File: src/rtl/stream_switch_scheduler.sv
// Three-source serializer: fixed-source or timed round-robin.
// Define PARITY_EN to append an even-parity bit to every word.
module stream_switch_scheduler #(
    parameter int DATA_W = 8,
    parameter int CNT_W  = 32
) (
    input  logic              clk,
    input  logic              rst,
    input  logic              enable,
    input  logic [2:0]        mode,
    input  logic [CNT_W-1:0]  symbol_clk_cycles,
    input  logic [CNT_W-1:0]  switch_clk_cycles,
    input  logic [DATA_W-1:0] data_0,
    input  logic [DATA_W-1:0] data_1,
    input  logic [DATA_W-1:0] data_2,
    input  logic              valid_0,
    input  logic              valid_1,
    input  logic              valid_2,
    output logic              ready_0,
    output logic              ready_1,
    output logic              ready_2,
    output logic [1:0]        sel,
    output logic              d_out,
    output logic              d_valid,
    output logic              symbol_strobe
);

    typedef enum logic [1:0] {
        IDLE,
        LOAD,
        SHIFT
    } state_t;

`ifdef PARITY_EN
    localparam int NBITS = DATA_W + 1;
`else
    localparam int NBITS = DATA_W;
`endif
    localparam int BC_W = $clog2(NBITS + 1);

    state_t            state_q;
    state_t            state_d;
    logic [1:0]        sel_q;
    logic [DATA_W-1:0] shift_q;
    logic [CNT_W-1:0]  sym_cnt;
    logic [BC_W-1:0]   bit_cnt;
    logic [CNT_W-1:0]  sw_cnt;
    logic              pending;
    logic              fill;
`ifdef PARITY_EN
    logic              par_q;
`endif

    logic [CNT_W-1:0]  sym_per;
    logic [CNT_W-1:0]  sw_per;
    logic              sym_last;
    logic              word_last;
    logic              go;
    logic              rr;
    logic [3:0]        valid_v;
    logic [1:0]        cand1;
    logic [1:0]        cand2;
    logic [1:0]        pick_sel;
    logic              pick_hit;
    logic              take;
    logic              sw_take;
    logic [DATA_W-1:0] data_mux;

    function automatic logic [1:0] nxt3(input logic [1:0] s);
        return (s == 2'd2) ? 2'd0 : s + 2'd1;
    endfunction

    assign sym_per = (symbol_clk_cycles == '0) ?
                     CNT_W'(1) : symbol_clk_cycles;
    assign sw_per  = (switch_clk_cycles == '0) ?
                     CNT_W'(1) : switch_clk_cycles;
    assign sym_last  = (sym_cnt == sym_per - CNT_W'(1));
    assign word_last = sym_last &&
                       (bit_cnt == BC_W'(NBITS - 1));
    assign go      = enable & ~mode[2];
    assign rr      = (mode == 3'b011);
    assign valid_v = {1'b0, valid_2, valid_1, valid_0};
    assign cand1   = nxt3(sel_q);
    assign cand2   = nxt3(cand1);

    // A pending switch looks past the current source first.
    always_comb begin
        pick_sel = sel_q;
        pick_hit = 1'b0;
        if (rr) begin
            if (!pending && valid_v[sel_q]) begin
                pick_hit = 1'b1;
            end else if (valid_v[cand1]) begin
                pick_sel = cand1;
                pick_hit = 1'b1;
            end else if (valid_v[cand2]) begin
                pick_sel = cand2;
                pick_hit = 1'b1;
            end else if (valid_v[sel_q]) begin
                pick_hit = 1'b1;
            end
        end else begin
            pick_sel = mode[1:0];
            pick_hit = valid_v[mode[1:0]];
        end
    end

    assign take    = (state_q == LOAD) & go & pick_hit;
    assign sw_take = take & pending & rr;

    always_comb begin
        case (pick_sel)
            2'd0:    data_mux = data_0;
            2'd1:    data_mux = data_1;
            default: data_mux = data_2;
        endcase
    end

`ifdef PARITY_EN
    assign fill = par_q;
`else
    assign fill = 1'b0;
`endif

    always_ff @(posedge clk or negedge rst) begin
        if (!rst) begin
            state_q <= IDLE;
        end else begin
            state_q <= state_d;
        end
    end

    always_comb begin
        state_d = state_q;
        case (state_q)
            IDLE: begin
                if (go) state_d = LOAD;
            end
            LOAD: begin
                if (!go)       state_d = IDLE;
                else if (take) state_d = SHIFT;
            end
            SHIFT: begin
                if (word_last) state_d = LOAD;
            end
            default: state_d = IDLE;
        endcase
    end

    always_comb begin
        d_valid       = (state_q == SHIFT);
        d_out         = d_valid & shift_q[DATA_W-1];
        symbol_strobe = d_valid & sym_last;
        ready_0       = take & (pick_sel == 2'd0);
        ready_1       = take & (pick_sel == 2'd1);
        ready_2       = take & (pick_sel == 2'd2);
        sel           = sel_q;
        if (state_q == LOAD && go) sel = pick_sel;
    end

    always_ff @(posedge clk or negedge rst) begin
        if (!rst) begin
            sel_q   <= 2'd0;
            shift_q <= '0;
            sym_cnt <= '0;
            bit_cnt <= '0;
        end else if (state_q == LOAD && go) begin
            sel_q <= pick_sel;
            if (take) begin
                shift_q <= data_mux;
                sym_cnt <= '0;
                bit_cnt <= '0;
            end
        end else if (state_q == SHIFT) begin
            if (sym_last) begin
                sym_cnt <= '0;
                bit_cnt <= bit_cnt + BC_W'(1);
                shift_q <= {shift_q[DATA_W-2:0], fill};
            end else begin
                sym_cnt <= sym_cnt + CNT_W'(1);
            end
        end
    end

`ifdef PARITY_EN
    always_ff @(posedge clk or negedge rst) begin
        if (!rst) begin
            par_q <= 1'b0;
        end else if (take) begin
            par_q <= ^data_mux;
        end
    end
`endif

    // Dwell timer freezes once the switch request is latched.
    always_ff @(posedge clk or negedge rst) begin
        if (!rst) begin
            sw_cnt  <= '0;
            pending <= 1'b0;
        end else if (!rr || sw_take) begin
            sw_cnt  <= '0;
            pending <= 1'b0;
        end else if (state_q != IDLE && !pending) begin
            if (sw_cnt == sw_per - CNT_W'(1)) begin
                pending <= 1'b1;
            end else begin
                sw_cnt <= sw_cnt + CNT_W'(1);
            end
        end
    end

endmodule

File: config.mk
export PLATFORM = sky130hd
export DESIGN_NAME = stream_switch_scheduler
export DESIGN_NICKNAME = d
export VERILOG_FILES = /design/src/rtl/stream_switch_scheduler.sv
export SDC_FILE = /design/constraint.sdc
export NUM_CORES = 1
export LEC_CHECK = 0
export ABC_AREA = 1
export CAP_MARGIN = 30
export CORE_MARGIN = 4
export CORE_UTILIZATION = 38
export CTS_CLUSTER_DIAMETER = 200
export DETAILED_ROUTE_END_ITERATION = 10
export SYNTH_ARGS = -nofsm -noshare
export SYNTH_HDL_FRONTEND = slang
export SYNTH_SLANG_ARGS = --single-unit
export TNS_END_PERCENT = 1
File: constraint.sdc
create_clock -name clk -period 4.1 [get_ports clk]
set_input_delay 0.615 -clock clk [delete_from_list [all_inputs] [get_ports clk]]
set_output_delay 0.615 -clock clk [all_outputs]
set_load 0.01 [all_outputs]
==> results.toml <==
[run_status]
status = "complete, no violations"

[worst_setup_path]
r2r_slack_ns = 1.35
r2r_cells = 12
critical_path_required_ns = 3.48
worst_ep_arrival_time_ns = 3.31
r2r-end = "sw_cnt[15]"
r2r_start = "sel_q[1]"
worst-path-max-fanout = 4
criticalPathCategory = "in2out"
startpoint_type = "input pin"
endpoint_kind = "primary output"

[floorplan]
start_util_pct = 38.4
fp.dieH_um = 159
dieArea_um2 = 25300
rows = 55
chipWidth_um = 159
core_area_um2 = 22600
io_pins = 105

[global_routing]
antenna_found_initial = 0
first_global_vias = 9111
grt.met2_usage_pct = 36.2
grt_use_met3_pct = 3.05
grtUsageTotal_pct = 21.6
grt_pass1_wl_um = 45600
overflow = 0
busiest_layer = "met2"
grt_start_max_net_pins = 58
met1_usage_pct = 28.9

[synthesis]
ys_seq_area_share_pct = 23.4
synthSimpleGateAreaFrac_pct = 47.0
synthArstFlopShare_pct = 100
synth_flop_cell = "dfrtp_1"
ys_ff_latch = 81
synthAdderAreaFrac_pct = 0.721
ys_types = 48
synth_area_um2 = 8670
synth_top_area_share_pct = 23.4
synth_xor_area_share_pct = 14.4
synth-compound-area-share_pct = 5.28
syn_nets = 1515
synth_top_family_by_area = "simple AND/OR/NAND/NOR gates"
synth_top_area_cell = "dfrtp_1"
avgSynthCellArea_um2 = 6.14
synth_mux_area_share_pct = 0
synth_area_leaders = "dfrtp_1 23%, nand2_1 17%, xor2_1 9.4%"
ys_warn_count = 0
syn_inst = 1413
synth_edf_count = 0

[drt]
dr_total_vias = 9528
first_pass_iters = 5
drtIter0Drc = 660
routed_wl_um = 27500
drc = 0
avgViaCountPerCell = 5.01
ant_nets = 0
wl_per_cell_um = 14.5

[hold_path]
hp-class = "in2async"

[timing]
fin_crit_sh_pct = 95.6
holdWs_ns = 0.348
relSlewSlack_pct = 47.1
skew_ns = 0.0140
setup_viol = 0
max_slew.worst_pin.slew_ns = 0.793
fmax_ghz = 0.255
slew_viol_final = 0
setup_tns_ns = 0
hold_viol = 0
fin_crit_ns = 3.92

[cts]
path_clk_slew_ns = 0.06
clock_latency_ns = 0.35
cts_buffers = 9
htreeDepth = 3
cts_sinks = 81
cts.path.max_buffers = 2
cts_tree = "built"
cts_root_buffer = "clkbuf_16"

[layout]
syn_to_final_growth_pct = 29.7
insertedDiodeCount = 0
finalNetCount = 1713
drive_gt1_share_pct = 14.5
fill_cells = 2361

[placed_design]
port_buffers = 104
hpwl_um = 22300
place_congestion = 0.938

[power]
p_per_area_nw_per_um2 = 246
ir_drop_mv = 0.207
p_leak_nw = 5.03

[job]
drv_cap = 0
[placed cells by master, fill, tap and decap left out, types with 13 or more instances in the layout]
cell / n
nand2_1: 388
nor2_1: 197
nand4_1: 36
o21ai_1: 24
clkdlybuf4s50_1: 94
nand3b_1: 14
nor2_2: 23
nand3_1: 124
inv_1: 146
xnor2_1: 45
nor3_1: 48
xor2_1: 93
buf_4: 121
o21ai_0: 32
a21oi_1: 14
nor2_4: 13
dfrtp_1: 81
[cell usage after synthesis, types with 3 or more instances]
library cell / number
nand2_1: 393
nor2_1: 211
inv_1: 148
nand3_1: 125
xor2_1: 93
dfrtp_1: 81
nor3_1: 52
xnor2_1: 45
nand4_1: 36
o21ai_0: 34
o21ai_1: 22
clkbuf_1: 21
a21oi_1: 14
nand3b_1: 14
nor2_2: 14
nor4_1: 12
inv_2: 9
or2_2: 9
buf_2: 8
nand2_2: 8
nor2_4: 8
nand3_2: 7
buf_6: 5
ha_1: 5
buf_4: 3
clkinv_1: 3
nand2_4: 3
o22ai_1: 3
[repair_timing]
item / in CTS / in global routing
resized for setup: 11 / 41
setup endpoints to repair: 1 / 45
buffers inserted: 0 / 4
hold endpoints to repair: 0 / 0
hold buffers: 0 / 0
pin swaps: 6 / 25
cloned: 0 / 0
[final cells by class]
class                   count  area (um2)  area share [%]
clock buffers              11         253            2.25
clock inverters             5        61.3           0.545
inverters                 160         601            5.34
multi-input cells        1134        5980            53.2
flip-flops and latches     81        2030            18.0
well taps                 285         357            3.17
repair buffers            225        1970            17.5
[worst max-delay path: stages]
cell and delay (ns):
clkdlybuf4s50_1 0.44, nor2_2 0.14, nand2_1 0.16, nor2_4 0.14, nand2_4 0.07, nor2_4 0.12, nor2_4 0.06, ha_4 0.16
nand2_4 0.10, nor2_4 0.05, nand2_4 0.10, nor2_4 0.04, buf_4 0.13, nand2_1 0.07, o21ai_0 0.09, nor3_1 0.20
nand4_1 0.11, nor2_1 0.10, nand4_1 0.14, nor2_1 0.14, buf_2 0.15
[per-layer routing]
| metal | vias to the layer above | routed length, um | part of all wire (%) |
|---|---|---|---|
| met5 | - | 0 | 0 |
| met3 | 55 | 1170 | 4.2 |
| met2 | 269 | 12900 | 47 |
| li1 | 4892 | - | - |
| met4 | 0 | 829 | 3.0 |
| met1 | 4312 | 12600 | 46 |
[stage by stage]
step	utilization, %	total power, mW	area, um2	std cells	setup WS [ns]
final	49.9	2.76	11300	1901	0.180
after global routing	49.9	2.95	11300	1901	-0.0369
after CTS	49.2	2.78	11100	1897	0.00761
after detailed placement	47.7	1.91	10800	1882	-0.577
after global placement	47.7	1.90	10800	1882	-0.469
after floorplan	-	1.50	8670	1413	0.644
[sequential cells by signal, summed over array words and instances, names as in the netlist]
| name | cells |
|---|---|
| sel_q | 2 |
| shift_q | 8 |
| bit_cnt | 4 |
| pending | 1 |
| sym_cnt | 32 |
| state_q | 2 |
| sw_cnt | 32 |
[power breakdown]
group / total [mW] / internal (mW) / leakage (nW) / switching [mW]
logic: 0.943 / 0.406 / 3.77 / 0.537
clock network: 0.860 / 0.507 / 0.144 / 0.352
registers: 0.960 / 0.879 / 1.12 / 0.0813
total: 2.76 / 1.79 / 5.03 / 0.970
[worst max path at each step]
| stage | startpoint | end | slack [ns] | cells after the start |
|---|---|---|---|---|
| after floorplan | symbol_clk_cycles[6] | symbol_strobe | 0.64 | 20 |
| after global placement | symbol_clk_cycles[24] | symbol_strobe | -0.47 | 21 |
| after detailed placement | symbol_clk_cycles[24] | symbol_strobe | -0.58 | 21 |
| after CTS | symbol_clk_cycles[24] | symbol_strobe | 0.008 | 22 |
| after global routing | symbol_clk_cycles[13] | symbol_strobe | -0.04 | 21 |
| final | symbol_clk_cycles[1] | symbol_strobe | 0.18 | 21 |
[cell families after synthesis]
kind of cell,after synthesis
AOI/OAI and AO/OA,83
xor gates and xnor gates,140
adders and majority gates,5
buffers and inverters,198
DFF,81
and+or+nand+nor,906
Power figures use the tool's default switching activity.
